[src/rtl/regfile_writeback.sv]
// Writeback sequencer for the register file write port.
// ALU results win the port; load results are extended on entry to a small
// in-order queue and drained into ALU-idle slots. Younger ALU writes squash
// older queued loads to the same register, and per-register pending status
// is reported to decode.
module regfile_writeback #(
    parameter int DEPTH = 4,
    parameter int XLEN  = 64
) (
    input  logic                       clock,
    input  logic                       reset,
    input  logic                       alu_valid,
    input  logic [4:0]                 alu_rd,
    input  logic [XLEN-1:0]            alu_data,
    input  logic                       ld_valid,
    output logic                       ld_ready,
    input  logic [4:0]                 ld_rd,
    input  logic [XLEN-1:0]            ld_data,
    input  logic [1:0]                 ld_size,
    input  logic                       ld_unsigned,
    input  logic [4:0]                 chk_rs1,
    input  logic [4:0]                 chk_rs2,
    output logic                       busy1,
    output logic                       busy2,
    output logic                       regWrite,
    output logic [4:0]                 wr,
    output logic [XLEN-1:0]            wdata,
    output logic [$clog2(DEPTH+1)-1:0] count
);

    localparam int PW = $clog2(DEPTH);
    localparam int CW = $clog2(DEPTH+1);

    logic [4:0]      q_rd_q   [DEPTH];
    logic [4:0]      q_rd_d   [DEPTH];
    logic [XLEN-1:0] q_data_q [DEPTH];
    logic [XLEN-1:0] q_data_d [DEPTH];
    logic            q_live_q [DEPTH];
    logic            q_live_d [DEPTH];

    logic [PW-1:0]   rd_ptr_q, rd_ptr_d;
    logic [PW-1:0]   wr_ptr_q, wr_ptr_d;
    logic [CW-1:0]   count_q,  count_d;

    logic            regwrite_q, regwrite_d;
    logic [4:0]      wr_q,       wr_d;
    logic [XLEN-1:0] wdata_q,    wdata_d;

    logic            alu_sel;
    logic            push;
    logic            enq;
    logic            pop;
    logic [XLEN-1:0] ld_ext;
    logic            hit1;
    logic            hit2;

    assign ld_ready = (count_q < CW'(DEPTH));
    assign regWrite = regwrite_q;
    assign wr       = wr_q;
    assign wdata    = wdata_q;
    assign count    = count_q;

    // Sign/zero-extend the raw load data according to its access size
    always_comb begin
        ld_ext = ld_data;
        unique case (ld_size)
            2'b00:   ld_ext = {{(XLEN-8){~ld_unsigned & ld_data[7]}},   ld_data[7:0]};
            2'b01:   ld_ext = {{(XLEN-16){~ld_unsigned & ld_data[15]}}, ld_data[15:0]};
            2'b10:   ld_ext = {{(XLEN-32){~ld_unsigned & ld_data[31]}}, ld_data[31:0]};
            default: ld_ext = ld_data;
        endcase
    end

    // Write-port arbitration, squash, queue push/pop and next output stage.
    // A popped slot has its live bit cleared so that only occupied live
    // entries can ever report busy.
    always_comb begin
        alu_sel = alu_valid && (alu_rd != 5'd0);
        push    = ld_valid && ld_ready;
        enq     = push && (ld_rd != 5'd0);
        pop     = !alu_sel && (count_q != '0);

        q_rd_d     = q_rd_q;
        q_data_d   = q_data_q;
        q_live_d   = q_live_q;
        rd_ptr_d   = rd_ptr_q;
        wr_ptr_d   = wr_ptr_q;
        regwrite_d = 1'b0;
        wr_d       = wr_q;
        wdata_d    = wdata_q;

        if (alu_sel) begin
            regwrite_d = 1'b1;
            wr_d       = alu_rd;
            wdata_d    = alu_data;
            for (int unsigned i = 0; i < DEPTH; i++) begin
                if (q_rd_q[i] == alu_rd) begin
                    q_live_d[i] = 1'b0;
                end
            end
        end else if (pop) begin
            regwrite_d         = q_live_q[rd_ptr_q];
            wr_d               = q_rd_q[rd_ptr_q];
            wdata_d            = q_data_q[rd_ptr_q];
            q_live_d[rd_ptr_q] = 1'b0;
            rd_ptr_d           = rd_ptr_q + PW'(1);
        end

        // Enqueue after the squash so a same-cycle load stays live
        if (enq) begin
            q_rd_d[wr_ptr_q]   = ld_rd;
            q_data_d[wr_ptr_q] = ld_ext;
            q_live_d[wr_ptr_q] = 1'b1;
            wr_ptr_d           = wr_ptr_q + PW'(1);
        end

        count_d = count_q + CW'(enq) - CW'(pop);
    end

    // Pending-write lookup for the two decode query ports
    always_comb begin
        hit1 = 1'b0;
        hit2 = 1'b0;
        for (int unsigned i = 0; i < DEPTH; i++) begin
            if (q_live_q[i] && (q_rd_q[i] == chk_rs1)) hit1 = 1'b1;
            if (q_live_q[i] && (q_rd_q[i] == chk_rs2)) hit2 = 1'b1;
        end
        busy1 = (chk_rs1 != 5'd0) && (hit1 || (regwrite_q && (wr_q == chk_rs1)));
        busy2 = (chk_rs2 != 5'd0) && (hit2 || (regwrite_q && (wr_q == chk_rs2)));
    end

    // State registers; reset discards every queued load
    always_ff @(posedge clock) begin
        if (reset) begin
            for (int unsigned i = 0; i < DEPTH; i++) begin
                q_rd_q[i]   <= '0;
                q_data_q[i] <= '0;
                q_live_q[i] <= 1'b0;
            end
            rd_ptr_q   <= '0;
            wr_ptr_q   <= '0;
            count_q    <= '0;
            regwrite_q <= 1'b0;
            wr_q       <= '0;
            wdata_q    <= '0;
        end else begin
            q_rd_q     <= q_rd_d;
            q_data_q   <= q_data_d;
            q_live_q   <= q_live_d;
            rd_ptr_q   <= rd_ptr_d;
            wr_ptr_q   <= wr_ptr_d;
            count_q    <= count_d;
            regwrite_q <= regwrite_d;
            wr_q       <= wr_d;
            wdata_q    <= wdata_d;
        end
    end

endmodule

[config.mk]
export PLATFORM = sky130hd
export DESIGN_NAME = regfile_writeback
export DESIGN_NICKNAME = d
export VERILOG_FILES = /design/src/rtl/regfile_writeback.sv
export SDC_FILE = /design/constraint.sdc
export NUM_CORES = 1
export LEC_CHECK = 0
export ABC_CLOCK_PERIOD_IN_PS = 4100
export BUFFER_PORTS_ARGS = -buffer_cell sky130_fd_sc_hd__buf_2
export CORE_MARGIN = 1.5
export CORE_UTILIZATION = 60
export CTS_BUF_LIST = sky130_fd_sc_hd__clkbuf_16
export DETAILED_ROUTE_END_ITERATION = 7
export PLACE_DENSITY = 0.82
export SLEW_MARGIN = 20
export SYNTH_ARGS = -nofsm -noshare
export SYNTH_HDL_FRONTEND = slang
export SYNTH_SLANG_ARGS = --single-unit
[constraint.sdc]
create_clock -name clock -period 4.1 [get_ports clock]
set_input_delay 0.41 -clock clock [delete_from_list [all_inputs] [get_ports clock]]
set_output_delay 0.41 -clock clock [all_outputs]
set_load 0.05 [all_outputs]
==> results.cfg, run 1 <==
[outcome]
status = complete, no violations

[critical_path]
critPathMaxFanout = 74
r2r_cells = 6
path_class = reg -> reg
cp_slowest_stage_delay_ns = 0.86
cp_num_buf_inv = 2
cp-start-kind = flop
timing.rr.start = count[2]
cp.arrival_ns = 3.23
crit_chain = inv_1, o311a_1, and2_4, buf_4, nor2_1, a211oi_1
crit_family = simple AND/OR/NAND/NOR gates
timing.rr.end = q_data_q[171]
r2r_setup_slack_ns = 1.28
endpoint_kind = flop
cp.required_ns = 4.50
cp_slowest_cell = and2_4

[power]
vdd.ir_drop.worst_v = 0.000586
leakagePower_uw = 0.00651
powerDensity_nw_per_um2 = 571

[synth]
synthArstFlopShare_pct = 0
yosysSeqAreaShare_pct = 45.1
syn_area_um2 = 15900
ys_seq_elements = 357
synth_ff_type = dfxtp_1
synth.most_common_cell = dfxtp_1
yosys-top-cells-area = dfxtp_1 45%, mux4_2 9.9%, a211oi_1 9.4%, nor2_1 7.3%, nand2_1 5.9%
syn_nets = 1885
synth_common_cells = 357 x dfxtp_1, 309 x nor2_1, 249 x nand2_1
syn_area_per_cell_um2 = 9.23
yosysWarnings = 0
synth.distinct_cells = 36
synth_top_area_share_pct = 45.1
syn_inst = 1719
yosysTopAreaCell = dfxtp_1
synth-edff-count = 0

[floorplanning]
die_area_um2 = 27400
io_pins = 231
die_w_um = 166
die_height_um = 166
start_util_pct = 61.0
num_rows = 59
core-area_um2 = 26000

[clock_network]
postCtsSetupBuffers = 0
path_clk_slew_ns = 0.06
cts_sinks = 357
clk_latency_ns = 0.51
numCtsBuffers = 37
h-tree-depth = 2
cts_root_buf = clkbuf_16
cts_resized = 0
cts.path.max_buffers = 3
cts_hold_repair.buffers = 0
cts_tree = yes

[place]
io_buffers = 230
dpl_worst_slack_ns = 0.955
dpl.hpwl_um = 25000
place_congestion = 0.909

[timing]
fmax_mhz = 354
maxSlewViolCount = 0
period_needed_ns = 2.82
rsz0062_at_grt = no
finClkSkew_ns = 0.0184
slew_headroom_pct = 31.4
setup_viol = 0
worst_pin_slew_ns = 1.03
tns_ns = 0
setup_ws_ns = 1.28
finalHoldViolations = 0
finalCritPeriodShare_pct = 68.9

[job]
maxCapViolations = 0

[route]
drc = 0
vias = 13300
routed_wl_um = 40700
drt_iter0_drc = 1113
wl_per_cell_um = 18.5
postRouteAntennaNets = 0
routed_via_density = 6.05
drtPass1Iterations = 5

[global_routing]
grtUsageTotal_pct = 29.6
grt_max_degree = 144
antenna_found_initial = 1
grt_pass1_vias = 12700
grt_pass1_wl_um = 64700
overflow = 0

[hold_path]
hold_depth = 3
min_to = q_data_q[133]
hold_path.class = in -> reg
worstHoldStart = ld_data[5]

[finish]
drive_gt1_share_pct = 21.8
fin_nets = 2003
syn2layout_area_growth_pct = 13.3
n_fill_cell = 2018
final_util_pct = 69.2
## cell families after synthesis
kind of cell | Yosys count | share of synthesized area [%]
multiplexers | 71 | 10.0
buffers and inverters | 182 | 5.43
AND/OR/NAND/NOR | 600 | 14.8
flip-flops | 357 | 45.1
AO/OA/AOI/OAI | 424 | 19.7
XOR/XNOR | 74 | 4.09
adder cells (fa/ha/maj) | 11 | 0.915
## per-layer routing
layer | GRT usage (%) | wire [um]
met3 | 5.09 | 3090
met2 | 49.1 | 19600
met1 | 39.7 | 17300
met4 | 8.20 | 699
met5 | 0 | 0
## tightest hold or removal path: cells and delay by family
family | cells | cell delay, ns
AND/OR/NAND/NOR | 1 | 0.05
AO/OA/AOI/OAI | 1 | 0.05
buffers and inverters | 1 | 0.12
## how the worst max path moves through the flow
stage / slack, ns / to / cells after the start / from
floorplan: 1.23 / count[2] / 12 / alu_rd[2]
global placement: 1.02 / count[2] / 12 / alu_rd[1]
detailed placement: 0.95 / count[2] / 12 / alu_rd[1]
CTS: 1.32 / q_data_q[171] / 6 / count[2]
global route: 1.13 / q_data_q[74] / 6 / count[2]
finish: 1.28 / q_data_q[171] / 6 / count[2]
## flip-flops by register name, indices dropped and copies added, names as in the netlist
register / cells
q_data_q: 256
wdata: 64
q_rd_q: 20
wr: 5
q_live_q: 4
count: 3
rd_ptr_q: 2
wr_ptr_q: 2
regWrite: 1
## placed cells by master, fill, tap and decap left out, types with 6 or more instances in the layout
cell / Yosys / layout
inv_1: 8 / 20
xor2_1: 48 / 48
clkbuf_16: 0 / 39
buf_4: 8 / 20
xnor2_1: 26 / 26
nand2_1: 249 / 249
mux4_2: 70 / 70
a211oi_1: 199 / 199
nand3_1: 16 / 16
a21oi_1: 110 / 110
a311oi_1: 68 / 68
a211oi_2: 25 / 25
nor4_1: 10 / 10
clkinv_1: 0 / 6
dfxtp_1: 357 / 355
ha_1: 10 / 10
nor2_1: 309 / 308
o21a_1: 10 / 10
buf_2: 35 / 229
## where the power goes
group | internal (uW) | switching (uW)
clock | 1770 | 1330
combinational | 1040 | 1840
sequential | 3900 | 398
total | 6710 | 3560
## through the flow
stage	power (uW)	hold slack [ns]	std cells	area, um^2
4_1_cts	10300	0.153	2196	18000
3_5_place_dp	7220	0.445	2133	16900
2_1_floorplan	6470	0.433	1719	15900
6_report	10300	0.168	2199	18000
3_3_place_gp	7130	0.439	2133	16900
5_1_grt	10700	0.172	2197	18000
## area by class of cell
type / instances / area, um^2 / area share [%]
inverters: 8 / 30.0 / 0.167
clock buffers: 39 / 976 / 5.43
repair buffers: 253 / 1370 / 7.63
multi-input cells: 1180 / 7880 / 43.9
clock inverters: 24 / 129 / 0.717
diodes: 3 / 7.51 / 0.0418
well taps: 335 / 419 / 2.33
flip-flops and latches: 357 / 7150 / 39.8
Power figures use the tool's default switching activity.
==> run 2, diff against run 1 <==
Settings changed: ABC_AREA set to 1, ABC_CLOCK_PERIOD_IN_PS 4100 to 2500, CORE_UTILIZATION 60 to 52, PLACE_DENSITY 0.82 to 0.75.
Clock period 4.1 ns to 2.5 ns, I/O delays scaled along.
==> results.cfg, run 2 <==
[synth]
yosys-top-cells-area = dfxtp_1 42%, nor2_1 13%, o21ai_0 13%, nand2_1 7.1%, a21oi_1 5.1%
synth-xor-area-share_pct = 0.828
yosysTopAreaCell = dfxtp_1
synthArstFlopShare_pct = 0
synth_common_cells = 605 x nor2_1, 443 x o21ai_0, 357 x dfxtp_1
synth_compound_area_share_pct = 21.6
syn_inst = 2499
synth.distinct_cells = 34
syn_area_um2 = 16900
synth_top_area_share_pct = 42.2
ys_seq_elements = 357
syn_area_per_cell_um2 = 6.77
yosysWarnings = 0
synth_simple_gate_area_share_pct = 26.2
synth_top_family_by_area = simple AND/OR/NAND/NOR gates
synth_ff_type = dfxtp_1
synth-edff-count = 0
yosysSeqAreaShare_pct = 42.2
synth.most_common_cell = nor2_1
syn_nets = 2665
muxShareOfSynthArea_pct = 0
synthAdderAreaFrac_pct = 0.858

[timing]
setup_viol = 0
slew_headroom_pct = 47.6
hold_ws_ns = 0.0152
fmax_mhz = 407
worst_pin_slew_ns = 0.786
maxSlewViolCount = 0
tns_ns = 0
period_needed_ns = 2.46
finalHoldViolations = 0
rsz0062_at_grt = no
finClkSkew_ns = 0.0140
finalCritPeriodShare_pct = 98.2

[route]
drtPass1Iterations = 5
wl_per_cell_um = 17.8
postRouteAntennaNets = 0
vias = 17600
routed_wl_um = 55000
routed_via_density = 5.68
drc = 0
drt_iter0_drc = 1759

[critical_path]
cp.required_ns = 2.25
r2r_cells = 12
endpoint_kind = primary output
cp.arrival_ns = 2.21
path_class = reg -> out
timing.rr.end = count[2]
critPathMaxFanout = 7
r2r_setup_slack_ns = 0.25
timing.rr.start = count[0]
cp-start-kind = flop

[clock_network]
path_clk_slew_ns = 0.06
cts_root_buf = clkbuf_16
cts_resized = 0
cts_tree = yes
cts.path.max_buffers = 3
cts_sinks = 357
h-tree-depth = 2
clk_latency_ns = 0.52
numCtsBuffers = 38

[power]
leakagePower_uw = 0.00887
powerDensity_nw_per_um2 = 1010
vdd.ir_drop.worst_v = 0.000635

[global_routing]
grt_max_degree = 111
grt_pass1_wl_um = 87000
overflow = 0
antenna_found_initial = 4
grt_pass1_vias = 16100
grtUsageTotal_pct = 32.2

[finish]
drive_gt1_share_pct = 14.0
fin_nets = 2792
seq_area_um2 = 7160
syn2layout_area_growth_pct = 14.6
multi_input_area_um2 = 8370
final_cell_mix = 605 x nor2_1, 443 x o21ai_0, 352 x dfxtp_1
largest_register_ffs = 256
n_fill_cell = 3022
largest_register = q_data_q
final_common_cell = nor2_1

[floorplanning]
start_util_pct = 53.2
num_rows = 65
io_pins = 231
die_w_um = 183
die_height_um = 183
die_area_um2 = 33600
core-area_um2 = 31800

[outcome]
status = complete, no violations

[hold_path]
worstHoldStart = ld_data[2]
hold_path.class = in -> reg
hold_depth = 3
min_to = q_data_q[66]

[job]
maxCapViolations = 0

[place]
place_congestion = 0.963
io_buffers = 230
dpl.hpwl_um = 34600
run 2: cell types whose count changed in the layout (fill, tap and decap cells not counted), sizes merged, moves of 21 or more:
cell    change
nor2      +299
xnor2      -21
a21oi      +61
o21ai     +480
nand3     +114
inv       +113
a311oi     -68
o22ai      +32
o211ai     +22
buf        +23
mux4       -70
xor2       -37
nand2      +73
a211oi    -224
run 2: cells by family (layout without fill, tap and decap cells):
group | after synthesis | after routing
AO/OA/AOI/OAI | 708 | 708
flip-flops | 357 | 357
buffers and inverters | 318 | 470
adder cells (fa/ha/maj) | 11 | 11
AND/OR/NAND/NOR | 1089 | 1089
other | 0 | 4
XOR/XNOR | 16 | 16
run 2: how the worst max path moves through the flow:
stage               endpoint  depth (start not counted)       start
floorplan           count[2]                         13    count[1]
global placement    count[2]                         12    count[2]
detailed placement  count[2]                         12    count[2]
CTS                    busy2                          7   q_rd_q[2]
global route           busy2                          9  q_rd_q[11]
finish                 busy2                          7   q_rd_q[2]
run 2: power breakdown:
| part | switching [uW] | total (uW) | internal, uW | leakage, uW |
|---|---|---|---|---|
| registers | 563 | 7190 | 6630 | 0.00292 |
| clock network | 2270 | 5230 | 2960 | 0.000578 |
| logic | 5150 | 7260 | 2110 | 0.00538 |
run 2: routing by layer:
metal  routed length, um  global-route usage (%)  vias to the layer above  share of wire (%)
met2               24700                    51.5                      856                 45
met3                4750                    4.45                      101                8.6
met5                   0                       0                        -                  0
met4                1350                    9.74                        0                2.5
met1               24200                    45.2                     8174                 44
li1                    -                       -                     8426                  -
run 2: worst max-delay path: stages (launching register included):
cell     delay [ns]
dfxtp_1        0.56
nor2_1         0.09
nor3_1         0.40
nand3_1        0.14
nand2_1        0.08
nor2_1         0.04
nor2_1         0.09
buf_2          0.27
run 2: cell type report:
class,instances,share of cell area [%]
clock buffers,38,4.90
clock inverters,27,0.910
repair buffers,278,8.72
inverters,127,2.51
flip-flops and latches,357,36.9
multi-input cells,1824,43.2
well taps,435,2.81
diodes,4,0.0516
run 2: what timing repair did:
item	in CTS	in global routing
setup endpoints to repair	0	1
setup buffers	0	1
hold endpoints to repair	2	0
hold buffers	2	0
run 2: through the flow:
| stage | total power, uW | setup WS [ns] | area, um^2 | std cells | util, % |
|---|---|---|---|---|---|
| finish | 19700 | 0.0448 | 19400 | 3090 | 61.0 |
| CTS | 19700 | 0.102 | 19400 | 3085 | 60.9 |
| global placement | 14300 | 0.250 | 18200 | 3018 | 57.3 |
| global route | 20800 | 0.0482 | 19400 | 3089 | 61.0 |
| detailed placement | 14400 | 0.133 | 18200 | 3018 | 57.3 |
| floorplan | 12400 | 0.0192 | 16900 | 2499 | - |
